--- config.mk ---
export PLATFORM = sky130hd
export DESIGN_NAME = mem_access_unit
export DESIGN_NICKNAME = d
export VERILOG_FILES = /design/src/rtl/mem_pkg.sv /design/src/rtl/mem_load_formatter.sv /design/src/rtl/mem_access_unit.sv
export SDC_FILE = /design/constraint.sdc
export NUM_CORES = 1
export LEC_CHECK = 0
export CELL_PAD_IN_SITES_DETAIL_PLACEMENT = 1
export CELL_PAD_IN_SITES_GLOBAL_PLACEMENT = 2
export CORE_AREA = 2 2 135 137
export DETAILED_ROUTE_END_ITERATION = 6
export DIE_AREA = 0 0 137 139
export PLACE_DENSITY_LB_ADDON = 0.12
export SYNTH_ARGS = -nofsm -noshare
export SYNTH_HDL_FRONTEND = slang
export SYNTH_HIERARCHICAL = 1
export SYNTH_SLANG_ARGS = --single-unit
--- constraint.sdc ---
create_clock -name clk -period 4.2 [get_ports clk]
set_input_delay 0.63 -clock clk [delete_from_list [all_inputs] [get_ports clk]]
set_output_delay 0.63 -clock clk [all_outputs]
set_load 0.005 [all_outputs]
--- src/rtl/mem_pkg.sv ---
// mem_pkg: shared types and constants for the data-memory access unit.
// Holds the FSM state, MemSize codes, byte-enable patterns and default timeout.
package mem_pkg;

    typedef enum logic {
        IDLE = 1'b0,
        BUSY = 1'b1
    } state_e;

    localparam logic [1:0] SZ_BYTE = 2'b00;
    localparam logic [1:0] SZ_HALF = 2'b01;
    localparam logic [1:0] SZ_WORD = 2'b10;

    localparam logic [3:0] BE_BYTE = 4'b0001;
    localparam logic [3:0] BE_HALF = 4'b0011;
    localparam logic [3:0] BE_WORD = 4'b1111;

    localparam int unsigned DEFAULT_TIMEOUT = 255;

endpackage

--- src/rtl/mem_load_formatter.sv ---
// mem_load_formatter: picks the addressed lane out of a bus word and extends it.
// Ports: rdata_i bus word, lane_i byte lane, size_i MemSize code,
//        unsigned_i zero-extend select, result_o formatted load value.
module mem_load_formatter
    import mem_pkg::*;
(
    input  logic [31:0] rdata_i,
    input  logic [1:0]  lane_i,
    input  logic [1:0]  size_i,
    input  logic        unsigned_i,
    output logic [31:0] result_o
);

    logic [31:0] shifted;

    always_comb begin
        shifted  = rdata_i >> {lane_i, 3'b000};
        result_o = shifted;
        case (size_i)
            SZ_BYTE: result_o = {{24{~unsigned_i & shifted[7]}},
                                 shifted[7:0]};
            SZ_HALF: result_o = {{16{~unsigned_i & shifted[15]}},
                                 shifted[15:0]};
            default: result_o = shifted;
        endcase
    end

endmodule

--- src/rtl/mem_access_unit.sv ---
// mem_access_unit: MEM-stage load/store engine driving a req/ack data bus
// with a bus timeout. Ports: pipeline side MemReadIn, MemWriteIn,
// EXE_MEM_Result (address), EXE_MEM_WriteData, MemSize/MemUnsigned;
// bus side dmem_*; status MEM_Result, MEM_Stall, MEM_AddrErr, MEM_BusErr.
// Build option: define MEM_SUBWORD_EN for byte/half accesses.
module mem_access_unit
    import mem_pkg::*;
#(
    parameter int unsigned TIMEOUT_CYCLES = DEFAULT_TIMEOUT
) (
    input  logic        clk,
    input  logic        rst_n,
    input  logic        MemReadIn,
    input  logic        MemWriteIn,
    input  logic [31:0] EXE_MEM_Result,
    input  logic [31:0] EXE_MEM_WriteData,
`ifdef MEM_SUBWORD_EN
    input  logic [1:0]  MemSize,
    input  logic        MemUnsigned,
`endif
    output logic        dmem_req,
    output logic        dmem_we,
    output logic [31:0] dmem_addr,
    output logic [31:0] dmem_wdata,
    output logic [3:0]  dmem_be,
    input  logic        dmem_ack,
    input  logic [31:0] dmem_rdata,
    output logic [31:0] MEM_Result,
    output logic        MEM_Stall,
    output logic        MEM_AddrErr,
    output logic        MEM_BusErr
);

    localparam logic [15:0] TO_LAST = 16'(TIMEOUT_CYCLES - 1);

    state_e      state_q, state_d;
    logic [15:0] cnt_q, cnt_d;
    logic        we_q, we_d;
    logic [31:0] addr_q, addr_d;
    logic [31:0] wdata_q, wdata_d;
    logic [3:0]  be_q, be_d;
    logic [31:0] result_q, result_d;

    logic        access;
    logic        misaligned;
    logic        timeout;
    logic [31:0] st_wdata;
    logic [3:0]  st_be;
    logic [31:0] ld_data;

    assign access  = MemReadIn | MemWriteIn;
    // Counter holds the number of ack-less BUSY cycles already spent.
    assign timeout = (cnt_q == TO_LAST);

`ifdef MEM_SUBWORD_EN
    logic [1:0] lane;
    logic [1:0] size_q, size_d;
    logic [1:0] lane_q, lane_d;
    logic       uns_q, uns_d;

    assign lane = EXE_MEM_Result[1:0];

    always_comb begin
        misaligned = 1'b0;
        st_wdata   = EXE_MEM_WriteData;
        st_be      = BE_WORD;
        case (MemSize)
            SZ_BYTE: begin
                st_wdata = {4{EXE_MEM_WriteData[7:0]}};
                st_be    = BE_BYTE << lane;
            end
            SZ_HALF: begin
                misaligned = lane[0];
                st_wdata   = {2{EXE_MEM_WriteData[15:0]}};
                st_be      = BE_HALF << lane;
            end
            SZ_WORD: misaligned = |lane;
            // Reserved code behaves as a word access.
            default: misaligned = |lane;
        endcase
    end

    mem_load_formatter u_fmt (
        .rdata_i    (dmem_rdata),
        .lane_i     (lane_q),
        .size_i     (size_q),
        .unsigned_i (uns_q),
        .result_o   (ld_data)
    );
`else
    assign misaligned = |EXE_MEM_Result[1:0];
    assign st_wdata   = EXE_MEM_WriteData;
    assign st_be      = BE_WORD;
    assign ld_data    = dmem_rdata;
`endif

    always_comb begin
        state_d     = state_q;
        cnt_d       = cnt_q;
        we_d        = we_q;
        addr_d      = addr_q;
        wdata_d     = wdata_q;
        be_d        = be_q;
        result_d    = result_q;
`ifdef MEM_SUBWORD_EN
        size_d      = size_q;
        lane_d      = lane_q;
        uns_d       = uns_q;
`endif
        MEM_Result  = result_q;
        MEM_Stall   = 1'b0;
        MEM_AddrErr = 1'b0;
        MEM_BusErr  = 1'b0;
        case (state_q)
            IDLE: begin
                if (access) begin
                    if (misaligned) begin
                        MEM_AddrErr = 1'b1;
                        MEM_Result  = '0;
                    end else begin
                        MEM_Stall = 1'b1;
                        // Read+write together is taken as a store.
                        we_d      = MemWriteIn;
                        addr_d    = {EXE_MEM_Result[31:2], 2'b00};
                        wdata_d   = st_wdata;
                        be_d      = st_be;
                        cnt_d     = '0;
                        state_d   = BUSY;
`ifdef MEM_SUBWORD_EN
                        size_d    = MemSize;
                        lane_d    = lane;
                        uns_d     = MemUnsigned;
`endif
                    end
                end
            end
            BUSY: begin
                // Ack beats a simultaneous timeout.
                if (dmem_ack) begin
                    state_d = IDLE;
                    if (!we_q) begin
                        MEM_Result = ld_data;
                        result_d   = ld_data;
                    end
                end else if (timeout) begin
                    MEM_BusErr = 1'b1;
                    MEM_Result = '0;
                    cnt_d      = '0;
                    state_d    = IDLE;
                end else begin
                    MEM_Stall = 1'b1;
                    cnt_d     = cnt_q + 16'd1;
                end
            end
            default: state_d = IDLE;
        endcase
    end

    always_ff @(posedge clk or negedge rst_n) begin
        if (!rst_n) begin
            state_q  <= IDLE;
            cnt_q    <= '0;
            we_q     <= 1'b0;
            addr_q   <= '0;
            wdata_q  <= '0;
            be_q     <= '0;
            result_q <= '0;
`ifdef MEM_SUBWORD_EN
            size_q   <= SZ_WORD;
            lane_q   <= '0;
            uns_q    <= 1'b0;
`endif
        end else begin
            state_q  <= state_d;
            cnt_q    <= cnt_d;
            we_q     <= we_d;
            addr_q   <= addr_d;
            wdata_q  <= wdata_d;
            be_q     <= be_d;
            result_q <= result_d;
`ifdef MEM_SUBWORD_EN
            size_q   <= size_d;
            lane_q   <= lane_d;
            uns_q    <= uns_d;
`endif
        end
    end

    assign dmem_req   = (state_q == BUSY);
    assign dmem_we    = we_q;
    assign dmem_addr  = addr_q;
    assign dmem_wdata = wdata_q;
    assign dmem_be    = be_q;

endmodule
==> results.py, run 1 <==
metrics = {
    "outcome": {
        "status": "complete, no violations",
    },
    "floorplanning": {
        "fp-row-count": 49,
        "initial_core_util_pct": 28.4,
        "dieWidth_um": 137,
        "die_y_um": 139,
        "boundaryPins": 206,
        "coreArea_um2": 17700,
        "die_area_um2": 19000,
    },
    "power": {
        "p_switching_mw": 1.05,
        "cell_internal_pwr_mw": 3.37,
        "combPwrFrac_pct": 26.2,
        "seqPwrFrac_pct": 35.3,
        "powerDensity_nw_per_um2": 557,
        "switching_share_pct": 23.7,
        "ir_drop_uv": 312,
        "clockPowerShare_pct": 38.5,
        "power_leakage_nw": 3.25,
    },
    "worst_setup_path": {
        "cp_data_required_time_ps": 3570,
        "path_buf_inv": 3,
        "cp-end-kind": "primary output",
        "rrSetupSlack_ps": 1890,
        "critPathArrivalTime_ps": 2940,
        "r2r-start": "dmem_req",
        "critical_path_class": "reg2out",
        "setup.worst_path.start": "cnt_q[0]",
        "endpoint": "MEM_Result[7]",
        "crit_path_max_incr_delay_ps": 530,
        "cp_slowest_cell": "clkdlybuf4s50_1",
        "reg2reg_to": "cnt_q[5]",
        "r2r_cells": 5,
        "crit_family": "buffers and inverters",
        "path_cells": "inv_1 > ha_1 > and4b_1 > a41o_1 > a31oi_4 > buf_4 > a22o_1 > clkdlybuf4s50_1",
        "start_kind": "flip-flop",
        "cp.depth": 8,
        "crit_fanout": 32,
    },
    "clocking": {
        "htreeDepth": 4,
        "numCtsBuffers": 17,
        "cts.sinks": 113,
        "ctsHoldBuffers": 0,
        "cts_tree": "yes",
        "cts_root_buf": "clkbuf_16",
        "post-cts-setup-buffer-count": 0,
        "clk_latency_ps": 420,
        "clk_pin_slew_worst_paths_ps": 50,
        "cts_buffer_depth": 2,
        "cts_resized": 0,
    },
    "finish": {
        "fillers": 1845,
        "drive_gt1_share_pct": 16.8,
        "area_growth_pct": 57.8,
        "final_nets": 672,
        "n_antenna_cell": 0,
        "final_common_cell": "clkdlybuf4s50_1",
        "multiInputGateArea_um2": 1980,
        "most-common-layout-cells": "clkdlybuf4s50_1 (202), dfrtp_1 (113), mux2_2 (50), mux2_1 (45), a22o_1 (33)",
        "layout.area.seq_um2": 2830,
    },
    "route": {
        "drc_errors": 0,
        "first_iter_violations": 153,
        "dr.pass1.iters": 4,
        "viasPerCell": 4.70,
        "ant_nets": 0,
        "num_vias": 3809,
        "wire_per_inst_um": 17.9,
        "drt_wl_total_um": 14500,
    },
    "global_routing": {
        "grt_pass1_wl_um": 22300,
        "grt_max_degree": 66,
        "grt-ovfl-total": 0,
        "first_global_vias": 3942,
        "antenna_found_initial": 1,
        "grtUsageTotal_pct": 15.3,
    },
    "logic_synthesis": {
        "ys_seq_area_share_pct": 56.4,
        "syn_inst": 367,
        "ys_ff_latch": 113,
        "synth_edf_count": 0,
        "netlist_area_um2": 5020,
        "async_reset_ff_share_pct": 100,
        "synth_ff_type": "dfrtp_1",
        "synth_cell_type_count": 42,
        "ys_warn_count": 6,
        "syn_area_per_cell_um2": 13.7,
    },
    "timing": {
        "slew_viol_final": 0,
        "setup_violations": 0,
        "hold_viol_final": 0,
        "rsz0062_at_grt": "no",
        "finalCriticalPeriod_ps": 3570,
        "worstMarginPinSlew_ps": 878,
        "skew_ps": 9.09,
        "relSlewSlack_pct": 41.4,
        "setup_tns_ps": 0,
        "layout_setup_ws_ps": 627,
        "fin_crit_sh_pct": 85.1,
        "fmax_ghz": 0.280,
    },
    "flow_run": {
        "cap_violations": 0,
    },
    "place": {
        "gp_routability_congestion": 0.711,
        "port_buffers": 203,
        "hpwl_um": 10400,
        "post-place-ws_ps": 879,
    },
    "worst_hold_path": {
        "hold_path.class": "in2async",
    },
}
==> Yosys cell counts, drive strengths merged (3+ instances only) <==
| cell type | number | share of area, % |
|---|---|---|
| a21oi | 11 | 1.1 |
| inv | 8 | 0.60 |
| a31oi | 11 | 1.7 |
| a22o | 33 | 5.8 |
| o21ai | 9 | 0.90 |
| mux2 | 95 | 21 |
| buf | 25 | 3.6 |
| nor3 | 3 | 0.50 |
| nand4 | 8 | 1.0 |
| nand2b | 4 | 0.50 |
| nand2 | 8 | 0.60 |
| nand3 | 4 | 0.40 |
| a41oi | 5 | 0.87 |
| dfrtp | 113 | 56 |
| clkbuf | 3 | 0.22 |
| nor2 | 6 | 0.50 |
==> per-stage QoR <==
step,hold WS [ps],total power [mW],util (%),cells,area (um^2)
floorplan,334,2.01,-,368,5020
global placement,466,2.72,40.9,779,7220
detailed placement,475,2.76,40.9,779,7220
CTS,366,4.48,44.8,811,7920
global route,370,4.64,44.8,811,7920
finish,307,4.41,44.8,811,7920
==> cell families after synthesis <==
| kind of cell | synth area share [%] |
|---|---|
| DFF | 56.4 |
| other | 0.0748 |
| buffers and inverters | 4.41 |
| muxes | 21.3 |
| AOI/OAI and AO/OA | 11.4 |
| and+or+nand+nor | 5.91 |
| adders and majority gates | 0.499 |
==> how the worst min path moves through the flow <==
| stage | slack [ps] | cells past startpoint | start | end |
|---|---|---|---|---|
| CTS | 370 | 1 | rst_n | result_q[12] |
| global placement | 470 | 1 | dmem_addr[20] | dmem_addr[20] |
| finish | 310 | 1 | rst_n | result_q[12] |
| floorplan | 330 | 0 | rst_n | cnt_q[0] |
| global route | 370 | 1 | rst_n | result_q[31] |
| detailed placement | 480 | 1 | dmem_addr[25] | dmem_addr[25] |
==> registers in the layout, indices dropped and copies added, names as in the netlist <==
name        count
cnt_q          16
dmem_wdata     32
dmem_req        1
dmem_be         1
dmem_we         1
result_q       32
dmem_addr      30
==> routing by layer <==
metal	vias up	share of wire, %	wire, um	global-route usage, %
met5	-	0	0	0
met4	0	1.7	240	5.32
met3	23	8.0	1160	5.81
met2	123	50	7210	25.4
met1	1902	41	5890	18.0
li1	1761	-	-	-
==> cell type report <==
cell class | instances | share of cell area, %
well taps | 229 | 3.62
clock inverters | 9 | 2.51
clock buffers | 23 | 6.29
repair buffers | 210 | 26.5
flip-flops and latches | 113 | 35.7
multi-input cells | 219 | 25.0
inverters | 8 | 0.379
==> power groups by stage <==
stage	registers, mW	clock network [mW]	logic [mW]
after floorplan	1.55	0	0.454
after global placement	1.56	0	1.15
after detailed placement	1.58	0	1.18
after CTS	1.56	1.74	1.18
after global routing	1.60	1.78	1.25
final	1.56	1.70	1.16
(Power assumes the default switching activity.)
==> inputs of run 2 (changes only) <==
CORE_AREA = 2 2 140 142   (was 2 2 135 137)
DIE_AREA = 0 0 142 144   (was 0 0 137 139)
RECOVER_POWER = 50   (was default)
clock period = 4.02 ns   (was 4.2 ns; I/O delays follow)
==> run 2 against run 1 <==
Net effect:
- the run now ends with max-capacitance violations, max-slew violations left
- wire length about the same
- largest cell class unchanged
- sequential power rose by 4%
- die area increased by 7.4%
- cell count rose by 0.74%
- flip-flop and latch count did not move
- sequential share of layout area rose by 0.42 points
- clock power decreased by 7%
- final area is 1.2% lower
- highest routed layer unchanged
- power decreased by 0.52%
- hold slack better by 170 ps
- combinational power hardly changed
- utilization is 3.8 points lower
==> results.py, run 2 (synthesis results as in run 1) <==
metrics = {
    "power": {
        "power_leakage_nw": 3.20,
        "p_switching_mw": 1.07,
        "powerDensity_nw_per_um2": 561,
        "ir_drop_uv": 312,
        "combPwrFrac_pct": 27.0,
        "clockPowerShare_pct": 35.9,
        "cell_internal_pwr_mw": 3.32,
        "seqPwrFrac_pct": 37.1,
        "switching_share_pct": 24.5,
    },
    "timing": {
        "slew_viol_final": 68,
        "layout_setup_ws_ps": 522,
        "setup_tns_ps": 0,
        "fin_crit_sh_pct": 87.0,
        "rsz0062_at_grt": "no",
        "setup_violations": 0,
        "worstMarginPinSlew_ps": 1760,
        "hold_viol_final": 0,
        "fmax_ghz": 0.286,
        "relSlewSlack_pct": -17.0,
        "skew_ps": 5.60,
        "finalCriticalPeriod_ps": 3500,
    },
    "route": {
        "dr.pass1.iters": 4,
        "num_vias": 3833,
        "wire_per_inst_um": 17.7,
        "viasPerCell": 4.69,
        "ant_nets": 0,
        "drc_errors": 0,
        "first_iter_violations": 181,
        "drt_wl_total_um": 14500,
    },
    "finish": {
        "utilization_pct": 41.0,
        "final_nets": 671,
        "most-common-layout-cells": "clkdlybuf4s50_1 (185), dfrtp_1 (113), mux2_2 (50), mux2_1 (45), a22o_1 (33)",
        "final_common_cell": "clkdlybuf4s50_1",
        "instances_no_fill": 817,
        "drive_gt1_share_pct": 16.1,
        "n_antenna_cell": 0,
        "area_growth_pct": 56.0,
    },
    "worst_setup_path": {
        "cp_data_required_time_ps": 3420,
        "critical_path_class": "reg2out",
        "critPathArrivalTime_ps": 2900,
        "start_kind": "flip-flop",
        "crit_fanout": 32,
        "cp-end-kind": "primary output",
    },
    "floorplanning": {
        "initial_core_util_pct": 26.3,
        "coreArea_um2": 19100,
        "dieWidth_um": 142,
        "boundaryPins": 206,
        "die_area_um2": 20400,
        "die_y_um": 144,
        "fp-row-count": 51,
    },
    "clocking": {
        "post-cts-setup-buffer-count": 0,
        "cts_root_buf": "clkbuf_16",
        "clk_latency_ps": 410,
        "cts_buffer_depth": 2,
        "cts_resized": 0,
        "clk_pin_slew_worst_paths_ps": 50,
        "cts.sinks": 113,
        "ctsHoldBuffers": 0,
        "htreeDepth": 4,
        "cts_tree": "yes",
        "numCtsBuffers": 17,
    },
    "flow_run": {
        "cap_violations": 1,
    },
    "global_routing": {
        "grt_max_degree": 68,
        "antenna_found_initial": 0,
        "first_global_vias": 3947,
        "grt_pass1_wl_um": 22000,
        "grt-ovfl-total": 0,
        "grtUsageTotal_pct": 14.2,
    },
    "place": {
        "placedCellCount": 787,
        "port_buffers": 203,
        "hpwl_um": 10400,
        "post-place-ws_ps": 765,
        "gp_routability_congestion": 0.719,
    },
    "worst_hold_path": {
        "hold_path.class": "reg2reg",
    },
    "outcome": {
        "violations": "max-capacitance violations, max-slew violations",
        "status": "complete, but fails checks",
    },
}
-- run 2: changes by cell type in the layout (fill, tap and decap cells not counted), moves of 2 or more --
cell | before | now
clkbuf_2 | 0 | 2
clkbuf_8 | 5 | 2
dlygate4sd3_1 | 0 | 17
clkdlybuf4s50_1 | 202 | 185
buf_4 | 7 | 3
bufinv_16 | 6 | 4
-- run 2: power by group through the flow --
stage	registers [mW]	logic, mW	clock network [mW]
floorplan	1.62	0.474	0
global placement	1.64	1.21	0
detailed placement	1.65	1.23	0
CTS	1.63	1.23	1.63
global route	1.68	1.28	1.68
finish	1.63	1.19	1.58
-- run 2: worst paths after layout --
check                              start              to  slack (ps)  depth (start not counted)
min                        dmem_addr[31]   dmem_addr[31]         480                          1
max in group asynchronous          rst_n  dmem_wdata[25]        1350                          2
max                             cnt_q[0]  MEM_Result[31]         520                          8
min reg2reg                dmem_addr[31]   dmem_addr[31]         480                          1
min in group asynchronous          rst_n    result_q[21]         650                          1
max reg2reg                     cnt_q[0]       cnt_q[13]        1590                          7
-- run 2: critical path: stages (launching register included) --
cell and delay [ps]:
dfrtp_1 430, inv_1 90, ha_1 200, and4b_1 230, a41o_1 260, a31oi_4 170, buf_4 360, a22o_1 210
clkdlybuf4s50_1 530
-- run 2: final cells by class --
| class | count | area (um^2) |
|---|---|---|
| clock inverters | 10 | 160 |
| multi-input cells | 219 | 1970 |
| fillers | 1981 | 11300 |
| flip-flops and latches | 113 | 2830 |
| well taps | 238 | 298 |
| inverters | 8 | 30.0 |
| repair buffers | 209 | 2080 |
| clock buffers | 20 | 457 |
-- run 2: per-layer routing --
metal	part of all wire, %	vias up	global-route usage (%)
li1	-	1756	-
met3	5.6	16	4.27
met5	0	-	0
met2	52	120	23.8
met1	41	1941	17.3
met4	1.5	0	5.37
-- run 2: per-stage QoR --
| stage | area, um^2 | hold WS, ps | total power [mW] |
|---|---|---|---|
| finish | 7830 | 478 | 4.39 |
| global route | 7830 | 494 | 4.64 |
| CTS | 7850 | 357 | 4.50 |
| detailed placement | 7240 | 478 | 2.88 |
| global placement | 7240 | 466 | 2.85 |
| floorplan | 5020 | 307 | 2.10 |
